===== src/rtl/mem_stage.sv =====
// rtl/mem_stage.sv - memory-access pipeline stage: branch resolve, single-outstanding dmem port, load extension

module mem_stage #(
    parameter logic [2:0] BranchType = 3'd4
) (
    input  logic        clk_i,
    input  logic        reset_i,
    input  logic        valid_i,
    output logic        ready_o,
    input  logic        zero_i,
    input  logic        ltz_i,
    input  logic [63:0] BranchPC_i,
    input  logic [63:0] result_i,
    input  logic [63:0] MuxRes_i,
    input  logic [4:0]  rd_i,
    input  logic        RegWrite_i,
    input  logic        MemWrite_i,
    input  logic        MemRead_i,
    input  logic        MemToReg_i,
    input  logic [2:0]  funct3_i,
    input  logic [2:0]  I_Type_i,
    output logic        pc_src_o,
    output logic [63:0] branch_target_o,
    output logic        dmem_req_valid_o,
    input  logic        dmem_req_ready_i,
    output logic        dmem_we_o,
    output logic [63:0] dmem_addr_o,
    output logic [63:0] dmem_wdata_o,
    output logic [7:0]  dmem_wstrb_o,
    input  logic        dmem_rsp_valid_i,
    input  logic [63:0] dmem_rdata_i,
    output logic        valid_o,
    input  logic        ready_i,
    output logic [63:0] result_o,
    output logic [63:0] read_data_o,
    output logic [4:0]  rd_o,
    output logic        RegWrite_o,
    output logic        MemToReg_o,
    output logic        misaligned_o
);

    typedef enum logic [1:0] {
        S_IDLE = 2'd0,
        S_REQ  = 2'd1,
        S_WAIT = 2'd2,
        S_OUT  = 2'd3
    } state_t;

    state_t      state_q, state_d;
    logic [63:0] result_q, result_d;
    logic [63:0] read_data_q, read_data_d;
    logic [4:0]  rd_q, rd_d;
    logic        reg_write_q, reg_write_d;
    logic        mem_to_reg_q, mem_to_reg_d;
    logic [2:0]  funct3_q, funct3_d;
    logic [2:0]  lane_q, lane_d;
    logic        we_q, we_d;
    logic [63:0] addr_q, addr_d;
    logic [63:0] wdata_q, wdata_d;
    logic [7:0]  wstrb_q, wstrb_d;

    logic        accept;
    logic        mem_op;
    logic        mis_in;
    logic [2:0]  lane_in;
    logic [2:0]  align_mask;
    logic [7:0]  size_mask;
    logic        cond;
    logic [63:0] lane_data;
    logic [63:0] load_ext;

    assign ready_o    = (state_q == S_IDLE) || ((state_q == S_OUT) && ready_i);
    assign accept     = valid_i && ready_o;
    assign mem_op     = MemRead_i || MemWrite_i;
    assign lane_in    = result_i[2:0];
    // Low address bits that must be zero for the access size selected by funct3[1:0].
    assign align_mask = {funct3_i[1] & funct3_i[0], funct3_i[1], funct3_i[1] | funct3_i[0]};
    assign mis_in     = mem_op && ((lane_in & align_mask) != 3'b000);

    always_comb begin
        size_mask = 8'h01;
        case (funct3_i[1:0])
            2'b00:   size_mask = 8'h01;
            2'b01:   size_mask = 8'h03;
            2'b10:   size_mask = 8'h0F;
            default: size_mask = 8'hFF;
        endcase
    end

    always_comb begin
        cond = 1'b0;
        case (funct3_i)
            3'b000:          cond = zero_i;
            3'b001:          cond = !zero_i;
            3'b100, 3'b110:  cond = ltz_i;
            3'b101, 3'b111:  cond = !ltz_i;
            default:         cond = 1'b0;
        endcase
    end

    assign pc_src_o        = accept && (I_Type_i == BranchType) && cond;
    assign branch_target_o = BranchPC_i;
    assign misaligned_o    = accept && mis_in;

    assign lane_data = dmem_rdata_i >> {lane_q, 3'b000};

    always_comb begin
        load_ext = lane_data;
        case (funct3_q)
            3'b000:  load_ext = {{56{lane_data[7]}}, lane_data[7:0]};
            3'b100:  load_ext = {56'd0, lane_data[7:0]};
            3'b001:  load_ext = {{48{lane_data[15]}}, lane_data[15:0]};
            3'b101:  load_ext = {48'd0, lane_data[15:0]};
            3'b010:  load_ext = {{32{lane_data[31]}}, lane_data[31:0]};
            3'b110:  load_ext = {32'd0, lane_data[31:0]};
            default: load_ext = lane_data;
        endcase
    end

    always_comb begin
        state_d      = state_q;
        result_d     = result_q;
        read_data_d  = read_data_q;
        rd_d         = rd_q;
        reg_write_d  = reg_write_q;
        mem_to_reg_d = mem_to_reg_q;
        funct3_d     = funct3_q;
        lane_d       = lane_q;
        we_d         = we_q;
        addr_d       = addr_q;
        wdata_d      = wdata_q;
        wstrb_d      = wstrb_q;

        case (state_q)
            S_REQ: begin
                if (dmem_req_ready_i) begin
                    state_d = we_q ? S_OUT : S_WAIT;
                end
            end
            S_WAIT: begin
                if (dmem_rsp_valid_i) begin
                    read_data_d = load_ext;
                    state_d     = S_OUT;
                end
            end
            S_OUT: begin
                if (ready_i) begin
                    state_d = S_IDLE;
                end
            end
            default: state_d = state_q;
        endcase

        // Accept is only possible in IDLE or a draining OUT, so it overrides the above.
        if (accept) begin
            result_d     = result_i;
            read_data_d  = 64'd0;
            rd_d         = rd_i;
            reg_write_d  = RegWrite_i && !mis_in;
            mem_to_reg_d = MemToReg_i;
            funct3_d     = funct3_i;
            lane_d       = lane_in;
            we_d         = MemWrite_i;
            addr_d       = {result_i[63:3], 3'b000};
            wdata_d      = MuxRes_i << {lane_in, 3'b000};
            wstrb_d      = size_mask << lane_in;
            state_d      = (mem_op && !mis_in) ? S_REQ : S_OUT;
        end
    end

    always_ff @(posedge clk_i or posedge reset_i) begin
        if (reset_i) begin
            state_q      <= S_IDLE;
            result_q     <= 64'd0;
            read_data_q  <= 64'd0;
            rd_q         <= 5'd0;
            reg_write_q  <= 1'b0;
            mem_to_reg_q <= 1'b0;
            funct3_q     <= 3'd0;
            lane_q       <= 3'd0;
            we_q         <= 1'b0;
            addr_q       <= 64'd0;
            wdata_q      <= 64'd0;
            wstrb_q      <= 8'd0;
        end else begin
            state_q      <= state_d;
            result_q     <= result_d;
            read_data_q  <= read_data_d;
            rd_q         <= rd_d;
            reg_write_q  <= reg_write_d;
            mem_to_reg_q <= mem_to_reg_d;
            funct3_q     <= funct3_d;
            lane_q       <= lane_d;
            we_q         <= we_d;
            addr_q       <= addr_d;
            wdata_q      <= wdata_d;
            wstrb_q      <= wstrb_d;
        end
    end

    assign dmem_req_valid_o = (state_q == S_REQ);
    assign dmem_we_o        = we_q;
    assign dmem_addr_o      = addr_q;
    assign dmem_wdata_o     = wdata_q;
    assign dmem_wstrb_o     = wstrb_q;
    assign valid_o          = (state_q == S_OUT);
    assign result_o         = result_q;
    assign read_data_o      = read_data_q;
    assign rd_o             = rd_q;
    assign RegWrite_o       = reg_write_q;
    assign MemToReg_o       = mem_to_reg_q;

endmodule

===== config.mk =====
export PLATFORM = sky130hd
export DESIGN_NAME = mem_stage
export DESIGN_NICKNAME = d
export VERILOG_FILES = /design/src/rtl/mem_stage.sv
export SDC_FILE = /design/constraint.sdc
export NUM_CORES = 1
export LEC_CHECK = 0
export ABC_AREA = 1
export BUFFER_PORTS_ARGS = -buffer_cell sky130_fd_sc_hd__buf_4
export CAP_MARGIN = 20
export CORE_AREA = 2 2 239 241
export CTS_CLUSTER_SIZE = 12
export DETAILED_ROUTE_END_ITERATION = 16
export DIE_AREA = 0 0 241 243
export SLEW_MARGIN = 20
export SYNTH_ARGS = -nofsm -noshare
export SYNTH_HDL_FRONTEND = slang
export SYNTH_SLANG_ARGS = --single-unit
export TNS_END_PERCENT = 1

===== constraint.sdc =====
create_clock -name clk_i -period 7.5 [get_ports clk_i]
set_clock_uncertainty 0.1 [all_clocks]
set_input_delay 0.375 -clock clk_i [delete_from_list [all_inputs] [get_ports clk_i]]
set_output_delay 0.375 -clock clk_i [all_outputs]
set_load 0.1 [all_outputs]

* Yosys cells after proc, flatten, opt, wreduce, memory -nomap -nowiden *
Cells that the tools add are included.

operators by class
  equality and inequality tests = 19
  shift operators = 3
  muxes and demuxes = 13
  bitwise gates (word level) = 3
  reductions and logical operators = 25

operators by type and width
  operator            count
  $pmux 64 s6         1
  $mux 64             3
  $shl 64x6->64       1
  $shr 64x6->64       1
  $eq 3x3->1 const B  8
  $pmux 8 s3          1
  $mux 2              5
  $logic_and 1x1->1   8
  $shl 8x3->8         1
  $eq 2x2->1 const B  3
  $eq 3x1->1 const B  2
  $logic_not 3->1     2
  $ne 3x1->1 const B  2
  $pmux 2 s3          1
  $eq 2x1->1 const B  2
  $logic_not 2->1     2
  $pmux 1 s4          1
  $reduce_and 4->1    1
  $reduce_bool 2->1   2
  $reduce_bool 4->1   1
  $reduce_or 2->1     2
  $and 3x3->3         1
  $eq 3x2->1 const B  1
  $logic_not 1->1     3
  7 further kinds     8

word-level totals
  bits in registers = 277
  input bits = 279
  output and inout port bits = 341
  logic and storage cells = 75

* Logic depth before layout (Yosys ltp) *
Gate-level depths: netlist (run 1).

  depth after elaboration = 8
  mapped depth = 13
  mapped depth without buffers = 9

* Worst setup path before layout (run 1) *
Ideal clock, no wire load.

  path kind = register to output
  start point = register state_q[1]
  end point = output port pc_src_o
  arrival time = 4,009 ps
  slack = 3,016 ps
  cell stages (with the launch flop) = 7
  path buffers = 2
  cell sequence = dfrtp_1 nand2_1 o21ai_2 nand2_2 buf_4 buf_2 nor3_1

between the ends
  cells in the longest elaborated chain, start to end = 6
  elaborated cells on any way between the ends = 7
  classes of those cells = 1 x eq/ne; 6 x reduce/logical

RTL lines
  what                              line  source
  start, declared                   49    state_t state_q, state_d;
  start signal, assigned            186   state_q <= state_d;
  $eq 2x2->1                        72    assign ready_o = (state_q == S_IDLE) || ((state_q == S_OUT) && ready_i);
  $logic_and 1x1->1                 72
  $logic_or 1x1->1 *                72
  net ready_o                       9     output logic ready_o,
  $logic_and 1x1->1 *               73    assign accept = valid_i && ready_o;
  $logic_and 1x1->1 * (2 in a row)  101   assign pc_src_o = accept && (I_Type_i == BranchType) && cond;
  end, declared                     22    output logic pc_src_o,

The timed path passes the listed nets; every way through them passes the cells marked *.

* Worst setup path in the final report (run 1) *
  start point = register state_q[1]
  end point = output port misaligned_o

between the ends
  cells in the longest elaborated chain, start to end = 5
  elaborated cells on any way between the ends = 6
  classes of those cells = 1 x eq/ne; 5 x reduce/logical

RTL lines
  what                 line  source
  $eq 2x2->1           72
  $logic_and 1x1->1    72
  $logic_or 1x1->1 *   72
  $logic_and 1x1->1 *  73
  $logic_and 1x1->1 *  103   assign misaligned_o = accept && mis_in;
  end, declared        39    output logic misaligned_o

Mark *: on every way between the ends. The rest lies on a longest branch, timed or not.

==> results of run 1 <==
[cell type report]
class	count	area, um2
Timing Repair Buffer	576	4520
Sequential cell	213	5330
Multi-Input combinational cell	1256	5700
Fill cell	6012	38300
Clock buffer	38	807
Clock inverter	10	109
Tap cell	756	946
Inverter	63	253
[metal layers]
layer | GRT usage (%) | vias to the layer above | share of wire [%]
li1 | - | 6329 | -
met1 | 21.9 | 6419 | 40
met2 | 30.1 | 640 | 49
met3 | 4.37 | 66 | 8.8
met4 | 4.05 | 2 | 2.1
met5 | 0 | - | 0.023
[worst register-to-register path, delay by kind of cell, from the launching register on]
family | cells | cell delay (ps)
simple gates | 5 | 1120
compound gates | 1 | 380
flops | 1 | 1060
buf+inv | 1 | 570
[timing repair]
| action | in CTS | in global routing |
|---|---|---|
| hold endpoints to repair | 155 | 0 |
| hold buffers | 78 | 0 |
| endpoints found under the setup margin | 0 | 0 |
| gates resized for setup | 0 | 0 |
[logic make-up after synthesis]
family / share of synthesized area (%)
other: 0.0291
AND/OR/NAND/NOR: 30.2
AO/OA/AOI/OAI: 13.4
multiplexers: 0.545
buffers and inverters: 14.4
flip-flops: 41.4
[through the flow]
stage                     cells  area (um2)
after CTS                  2912       17700
final                      2912       17700
after floorplan            1777       12900
after global routing       2912       17700
after detailed placement   2786       16000
after global placement     2786       16000
[cells in the mapped netlist, types with 2 or more instances]
master	number	share of area (%)
nand2_1	740	22
dfrtp_1	213	41
nand3_1	140	5.4
buf_4	135	7.9
o21ai_0	113	4.4
a21oi_1	74	2.9
buf_2	60	2.3
inv_1	54	1.6
o21ai_1	36	1.4
nor2_1	34	0.99
clkbuf_1	27	0.79
a22o_1	23	1.6
o211ai_1	21	1.2
a22oi_1	15	0.88
nand3_2	13	1.0
buf_6	10	0.88
buf_1	8	0.23
mux2i_1	7	0.54
inv_2	6	0.18
or2_2	5	0.24
nand2_2	4	0.19
nand2_4	4	0.35
o22ai_1	4	0.19
clkbuf_2	3	0.12
nor3_1	3	0.12
o21ai_2	3	0.20
o31ai_1	3	0.18
a211oi_1	2	0.12
o21a_1	2	0.12
o221ai_1	2	0.14
[worst max path at each step]
stage	from	to	slack, ps	cells after the start
6_report	state_q[1]$_DFFE_PP0P_	misaligned_o	3730	8
5_1_grt	state_q[1]$_DFFE_PP0P_	misaligned_o	3490	8
4_1_cts	state_q[1]$_DFFE_PP0P_	misaligned_o	3700	7
3_5_place_dp	result_o[1]$_DFFE_PP0P_	read_data_o[59]$_DFFE_PP0P_	4270	7
3_3_place_gp	result_o[1]$_DFFE_PP0P_	read_data_o[61]$_DFFE_PP0P_	4280	7
2_1_floorplan	reset_i	MemToReg_o$_DFFE_PP0P_	1200	1
[state kept, by name, summed over array words and instances (netlist names)]
name          count
dmem_wdata_o     64
read_data_o      64
result_o         64
dmem_wstrb_o      8
rd_o              5
funct3_q          3
state_q           2
MemToReg_o        1
RegWrite_o        1
dmem_we_o         1
==> summary.md, run 1 <==
| Metric | Value |
|---|---|
| R2R cell count | `7` |
| Total wire length | `approximately 53 mm` |
| Residual DRC count | `0` |
| Initial antenna violation count | `1` |
| Slew Viols, Final | `0` |
| Worst-case clock buffer depth | `3` |
| CTS tree | `done` |
| Startpoint types | `register` |
| DRT antenna net count | `0` |
| Register area share after synthesis | `41.4%` |
| Gr ovfl total | `0` |
| # rows | `87` |
| Initial DRT Pass Iterations | `7` |
| Worst-path clk slew | `60 ps` |
| Vias in the first global route | `around 13000` |
| Layout area overhead | `37.3%` |
| Largest net degree at the start of global routing | `82` |
| Hold Startpoint | `MuxRes_i[4]` |
| Reg2reg start | `result_o[1]$_DFFE_PP0P_` |
| Setup Fix Bufs, Post-CTS | `0` |
| Die area | `58600 um2` |
| Most common cell on crit path | `buf_4` |
| WHS Endpoint | `dmem_wdata_o[36]$_DFFE_PP0P_` |
| FF-to-FF setup slack | `4160 ps` |
| Asr flop ratio synth | `100%` |
| Fmax | `265 MHz` |
| Effective utilization at floorplan | `23.0%` |
| Critical path fanouts, max | `71` |
| Critical Path RT | `7030 ps` |
| Mean Syn Cell Area | `7.25 um2` |
| Die Height | `243 um` |
| Global-route wire length before repair | `79.9 mm` |
| All-Layer GR Usage | `17.5%` |
| Cell family with most CP delay | `buffers and inverters` |
| Final worst path period share | `50.3%` |
| Die W | `between 200 and 250 um` |
| Nets | `between 2000 and 2500` |
| RR Endpoint | `read_data_o[60]$_DFFE_PP0P_` |
| Yosys Warn Count | `0` |
| Seq cells post-synth | `213` |
| Post-Syn Area | `approximately 13000 um2` |
| Wirelength per Cell | `18.3 um` |
| Core ar. | `56000 um2` |
| Max cap viols | `0` |
| Cells after synthesis | `1775` |
| Max stage delay cell, worst path | `buf_4` |
| Share of layout cells above drive strength 1 | `a little over a quarter` |
| Crit-path cells | `inv_1 > nand2_1 > o21ai_2 > nand2_4 > buf_4 > buf_4 > nor2_1 > buf_4` |
| CTS root buffer | `clkbuf_16` |
| Hold WC Path Type | `in -> reg` |
| CP Data Arrival Time | `3300 ps` |
| DP Worst Slack | `4270 ps` |
| Critical path class | `reg -> out` |
| Most frequent cells in the layout | `nand2_1 (740), buf_4 (497), dfrtp_1 (211)` |
| Via count | `13500` |
| Via-to-Cell Ratio | `approximately 4.6` |
| Setup TNS | `0 ps` |
| Least-Margin Pin Slew | `1070 ps` |
| PortBufs | `488` |
| Critical Path End Type | `primary output` |
| Synth unique cells | `41` |
| Top Ports | `a little over 600` |
| Clk Latency, worst-skew pair | `between 500 and 600 ps` |
| Final core utilization | `31.6%` |
| GPL Wtd Cong | `0.946` |
| PnR worst setup slack | `3730 ps` |
| Hold violation count in the final report | `0` |
| Status | `complete, no violations` |
| Sink Count | `213` |
| CP max stage delay | `690 ps` |
| H-tree depth | `1` |
| First-iteration detailed-routing DRC count | `1159` |
| Top FF cell, synth | `dfrtp_1` |
| # diodes | `0` |
| Worst hold path stage count | `3` |
| Most common cell after layout, fill and taps aside | `nand2_1` |
| Min Clock Period, post-route | `3770 ps` |
| DP HPWL | `38.7 mm` |
| Total CTS buffers | `27` |
| EDFF count, synth | `0` |
| Slew margin rel. | `28.3%` |
| Worst hold margin | `46.6 ps` |
| Buffers & Inverters on Critical Path | `4` |
| Count of final setup violators | `0` |
| RSZ-0062 raised after global routing | `false` |
Power of run 1 is not shown: default switching activity piles up to over one toggle a cycle in this logic, so the estimate is an artifact.
==> run 2, diff against run 1 <==
--- a/config.mk
+++ b/config.mk
@@ -5,13 +5,13 @@
 export SDC_FILE = /design/constraint.sdc
 export NUM_CORES = 1
 export LEC_CHECK = 0
-export ABC_AREA = 1
+export ABC_AREA = 0
 export BUFFER_PORTS_ARGS = -buffer_cell sky130_fd_sc_hd__buf_4
 export CAP_MARGIN = 20
-export CORE_AREA = 2 2 239 241
+export CORE_AREA = 2 2 242 244
 export CTS_CLUSTER_SIZE = 12
 export DETAILED_ROUTE_END_ITERATION = 16
-export DIE_AREA = 0 0 241 243
+export DIE_AREA = 0 0 244 246
 export SLEW_MARGIN = 20
 export SYNTH_ARGS = -nofsm -noshare
 export SYNTH_HDL_FRONTEND = slang
==> constraint.sdc (replaced) <==
create_clock -name clk_i -period 3.8 [get_ports clk_i]
set_clock_uncertainty 0.1 [all_clocks]
set_input_delay 0.19 -clock clk_i [delete_from_list [all_inputs] [get_ports clk_i]]
set_output_delay 0.19 -clock clk_i [all_outputs]
set_load 0.1 [all_outputs]
==> summary.md, run 2 <==
| Metric | Value |
|---|---|
| Status | `complete, no violations` |
| Die W | `244 um` |
| Largest cells by area after synthesis | `dfrtp_1 (43%), mux2_2 (10%), buf_4 (8.1%)` |
| Cells after synthesis | `1243` |
| Largest area contributor in the netlist | `dfrtp_1` |
| # rows | `88` |
| Seq cells post-synth | `213` |
| Slew margin rel. | `roughly 24%` |
| EDFF count, synth | `0` |
| Yosys Warn Count | `0` |
| Critical Path End Type | `primary output` |
| Sink Count | `213` |
| Max cap viols | `0` |
| Core ar. | `approximately 57000 um2` |
| Post-Syn Area | `12400 um2` |
| PortBufs | `488` |
| FF-to-FF setup slack | `950 ps` |
| H-tree depth | `1` |
| Initial DRT Pass Iterations | `5` |
| Post-synth top cells | `dfrtp_1 (213), nand2_1 (190), buf_4 (134)` |
| Startpoint types | `primary input` |
| First-iteration detailed-routing DRC count | `717` |
| Total wire length | `50.6 mm` |
| # diodes | `0` |
| DP HPWL | `38.2 mm` |
| Register area share after synthesis | `43.1%` |
| Via count | `around 11000` |
| Hold WC Path Type | `in -> reg` |
| Final worst path period share | `78.1%` |
| CTS root buffer | `clkbuf_16` |
| DRT antenna net count | `0` |
| Gr ovfl total | `0` |
| Layout area overhead | `43.1%` |
| Top-area cell type share of the netlist area | `43.1%` |
| Die area | `around 60000 um2` |
| Total CTS buffers | `27` |
| Min Clock Period, post-route | `2970 ps` |
| GPL Wtd Cong | `0.932` |
| Share of layout cells above drive strength 1 | `41.6%` |
| Vias in the first global route | `11300` |
| Setup TNS | `0 ps` |
| Critical path fanouts, max | `9` |
| RSZ-0062 raised after global routing | `false` |
| Mean Syn Cell Area | `9.94 um2` |
| Top FF cell, synth | `dfrtp_1` |
| Effective utilization at floorplan | `a little over a fifth` |
| All-Layer GR Usage | `15.9%` |
| Slew Viols, Final | `0` |
| Nets | `1936` |
| Residual DRC count | `0` |
| Worst-path clk slew | `50 ps` |
| Largest net degree at the start of global routing | `99` |
| Top Ports | `620` |
| Count of final setup violators | `0` |
| Fmax | `roughly 340 MHz` |
| Initial antenna violation count | `0` |
| Clk Latency, worst-skew pair | `560 ps` |
| Most common cell after layout, fill and taps aside | `buf_4` |
| Die Height | `246 um` |
| CP Data Arrival Time | `~2700 ps` |
| Global-route wire length before repair | `72.8 mm` |
| Worst-case clock buffer depth | `3` |
| Worst hold margin | `38.4 ps` |
| CTS tree | `done` |
| Final core utilization | `30.8%` |
| Asr flop ratio synth | `100%` |
| Critical Path RT | `3510 ps` |
| Critical path class | `in -> out` |
| Least-Margin Pin Slew | `approximately 1100 ps` |
| Wirelength per Cell | `20.7 um` |
| Via-to-Cell Ratio | `4.57` |
| Synth unique cells | `55` |
| Hold violation count in the final report | `0` |
| Most frequent cell after synthesis | `dfrtp_1` |
| Most frequent cells in the layout | `buf_4 (505), dfrtp_1 (210), nand2_1 (190)` |
-- run 2: final timing paths --
check                                                  start                           end  cells past startpoint
worst max-delay path                             funct3_i[0]                  misaligned_o                      7
worst min-delay path                        dmem_rsp_valid_i   read_data_o[44]$_DFFE_PP0P_                      5
max in group asynchronous                            reset_i      result_o[33]$_DFFE_PP0P_                      4
worst max register to register       result_o[2]$_DFFE_PP0P_   read_data_o[62]$_DFFE_PP0P_                      6
worst min register to register  dmem_wdata_o[19]$_DFFE_PP0P_  dmem_wdata_o[19]$_DFFE_PP0P_                      2
min in group asynchronous                            reset_i  dmem_wdata_o[32]$_DFFE_PP0P_                      3
-- run 2: kinds of logic (layout without fill, tap and decap cells) --
| group | after synthesis | count (layout) | synth area share, % |
|---|---|---|---|
| buf+inv | 231 | 663 | 11.5 |
| xor+xnor | 2 | 2 | 0.142 |
| mux | 208 | 208 | 18.8 |
| simple gates | 264 | 264 | 9.06 |
| flops | 213 | 213 | 43.1 |
| compound gates | 324 | 324 | 17.4 |
| other cells | 1 | 3 | 0.0303 |
-- run 2: critical path: stages --
cell and delay (ps):
dlygate4sd3_1 530, buf_4 220, inv_1 180, o21ai_0 640
o21ai_0 410, nor2_1 180, buf_4 320
-- run 2: metrics by stage --
stage          cells  setup WS [ps]  cell area [um2]
6_report        2442            831            17700
3_5_place_dp    2294            891            15900
2_1_floorplan   1245            740            12400
3_3_place_gp    2294            924            15900
4_1_cts         2442            714            17700
5_1_grt         2442            583            17700
-- run 2: layout make-up --
| class | instances | area [um2] |
|---|---|---|
| clock buffer | 38 | 747 |
| tap | 765 | 957 |
| clock inverter | 11 | 91.3 |
| timing repair buffer | 609 | 4880 |
| multi-input combinational | 801 | 5640 |
| inverter | 5 | 22.5 |
| sequential | 213 | 5340 |
| fill | 5898 | 39700 |
-- run 2: timing repair --
item                                   CTS  global route
setup buffers                            0             0
hold buffers                            99             0
resized for setup                        0             0
endpoints found under the hold margin  149             0
-- run 2: routing by layer --
| metal | track usage [%] | vias to the layer above | part of all wire [%] |
|---|---|---|---|
| li1 | - | 5110 | - |
| met1 | 19.9 | 5475 | 41 |
| met2 | 26.4 | 508 | 48 |
| met3 | 4.55 | 68 | 8.1 |
| met4 | 4.95 | 0 | 2.8 |
| met5 | 0 | - | 0 |
Power of run 2 is left out for the same reason.
==> run 3, diff against run 2 <==
==> constraint.sdc (replaced) <==
create_clock -name clk_i -period 2.7 [get_ports clk_i]
set_clock_uncertainty 0.1 [all_clocks]
set_input_delay 0.135 -clock clk_i [delete_from_list [all_inputs] [get_ports clk_i]]
set_output_delay 0.135 -clock clk_i [all_outputs]
set_load 0.1 [all_outputs]
==> summary.md, run 3 (synthesis gave the netlist of run 2 again) <==
| Metric | Value |
|---|---|
| Non-Filler Instances | `between 2000 and 3000` |
| Critical path fanouts, max | `2` |
| RSZ-0062 raised after global routing | `false` |
| Clk Latency, worst-skew pair | `560 ps` |
| Worst hold margin | `between 30 and 40 ps` |
| Most common cell after layout, fill and taps aside | `buf_4` |
| Core ar. | `57400 um2` |
| PnR worst setup slack | `58.9 ps` |
| Nets | `2008` |
| Least-Margin Pin Slew | `1070 ps` |
| Die area | `60000 um2` |
| DP HPWL | `39.8 mm` |
| Top sig layer | `met4` |
| Residual DRC count | `0` |
| Die W | `roughly 240 um` |
| First-iteration detailed-routing DRC count | `approximately 740` |
| Share of layout cells above drive strength 1 | `around two fifths` |
| Count of final setup violators | `0` |
| GPL Wtd Cong | `0.929` |
| Vias in the first global route | `approximately 12000` |
| Setup TNS | `0 ps` |
| Via-to-Cell Ratio | `4.64` |
| Largest net degree at the start of global routing | `90` |
| Layout area overhead | `50.0%` |
| Worst-case clock buffer depth | `3` |
| Max cap viols | `0` |
| Initial antenna violation count | `0` |
| All-Layer GR Usage | `between 10% and 20%` |
| CP Data Arrival Time | `2970 ps` |
| DRT antenna net count | `0` |
| Total CTS buffers | `29` |
| Global-route wire length before repair | `77.0 mm` |
| Effective utilization at floorplan | `21.5%` |
| Sink Count | `213` |
| CTS tree | `done` |
| Most frequent cells in the layout | `buf_4 (523), dfrtp_1 (210), nand2_1 (190)` |
| FF-to-FF setup slack | `140 ps` |
| Wirelength per Cell | `21.2 um` |
| Worst-path clk slew | `70 ps` |
| Critical path class | `in -> reg` |
| Critical Path End Type | `register` |
| Total wire length | `53.4 mm` |
| Critical Path RT | `3030 ps` |
| Slew Viols, Final | `0` |
| Final worst path period share | `97.8%` |
| Inst Count DP | `2317` |
| Worst hold path stage count | `3` |
| PortBufs | `488` |
| CTS root buffer | `clkbuf_16` |
| Met1 wire length | `21.1 mm` |
| DP Worst Slack | `44.8 ps` |
| R2R cell count | `6` |
| Fmax | `379 MHz` |
| Initial DRT Pass Iterations | `5` |
| Min Clock Period, post-route | `2640 ps` |
| Startpoint types | `primary input` |
| Die Height | `246 um` |
| Slew margin rel. | `approximately 29%` |
| Hold WC Path Type | `in -> reg` |
| H-tree depth | `1` |
| WL met2 | `25.3 mm` |
| Gr ovfl total | `0` |
| Hold violation count in the final report | `0` |
| # rows | `88` |
| Status | `complete, no violations` |
| Top Ports | `620` |
| Via count | `11700` |
| Routed wl met3 | `around 4.6 mm` |
[run 3: cell count changes in the layout (fill, tap and decap cells not counted), moves of 2 or more]
cell,previous run,this run
clkbuf_1,8,1
buf_6,0,4
clkinv_4,2,0
buf_4,505,523
clkinvlp_4,1,5
buf_12,5,8
clkbuf_16,27,29
bufinv_16,1,4
inv_6,1,5
dlygate4sd3_1,99,144
[run 3: critical path, stage by stage]
cell           delay, ps
dlygate4sd3_1        540
buf_4                140
mux2i_1              120
dlygate4sd3_1        590
nand2_1               60
dlygate4sd3_1        560
a32oi_1              180
dlygate4sd3_1        580
o21ai_0               80
[run 3: stage by stage]
step           utilization (%)  cell area (um2)
6_report                  32.3            18500
5_1_grt                   32.3            18500
4_1_cts                   32.3            18500
3_5_place_dp              28.0            16100
3_3_place_gp              28.0            16100
2_1_floorplan                -            12400
[run 3: what timing repair did]
action	CTS	global route
hold buffers	143	1
buffers inserted	2	0
endpoints found under the hold margin	249	1
resized for setup	0	4
pin swaps	1	1
endpoints found under the setup margin	2	10
[run 3: final timing paths]
check | start | endpoint
setup reg to reg | result_o[0]$_DFFE_PP0P_ | read_data_o[62]$_DFFE_PP0P_
max in group asynchronous | reset_i | result_o[40]$_DFFE_PP0P_
hold / removal | result_i[0] | dmem_wdata_o[15]$_DFFE_PP0P_
setup / recovery | MuxRes_i[8] | dmem_wdata_o[32]$_DFFE_PP0P_
min in group asynchronous | reset_i | dmem_wdata_o[0]$_DFFE_PP0P_
hold reg to reg | dmem_wstrb_o[1]$_DFFE_PP0P_ | dmem_wstrb_o[1]$_DFFE_PP0P_
[run 3: layer usage]
layer	track usage (%)	up-vias
met3	4.73	108
met4	8.02	0
met5	0	-
li1	-	5275
met2	27.5	599
met1	20.4	5703
[run 3: area by class of cell]
cell class                      instances  area, um2
Sequential cell                       213       5340
Tap cell                              765        957
Clock buffer                           34        785
Timing Repair Buffer                  679       5570
Antenna cell                            1       2.50
Fill cell                            5868      38800
Multi-Input combinational cell        801       5640
Clock inverter                         19        224
Inverter                                5       22.5
Power of run 3 is left out for the same reason.
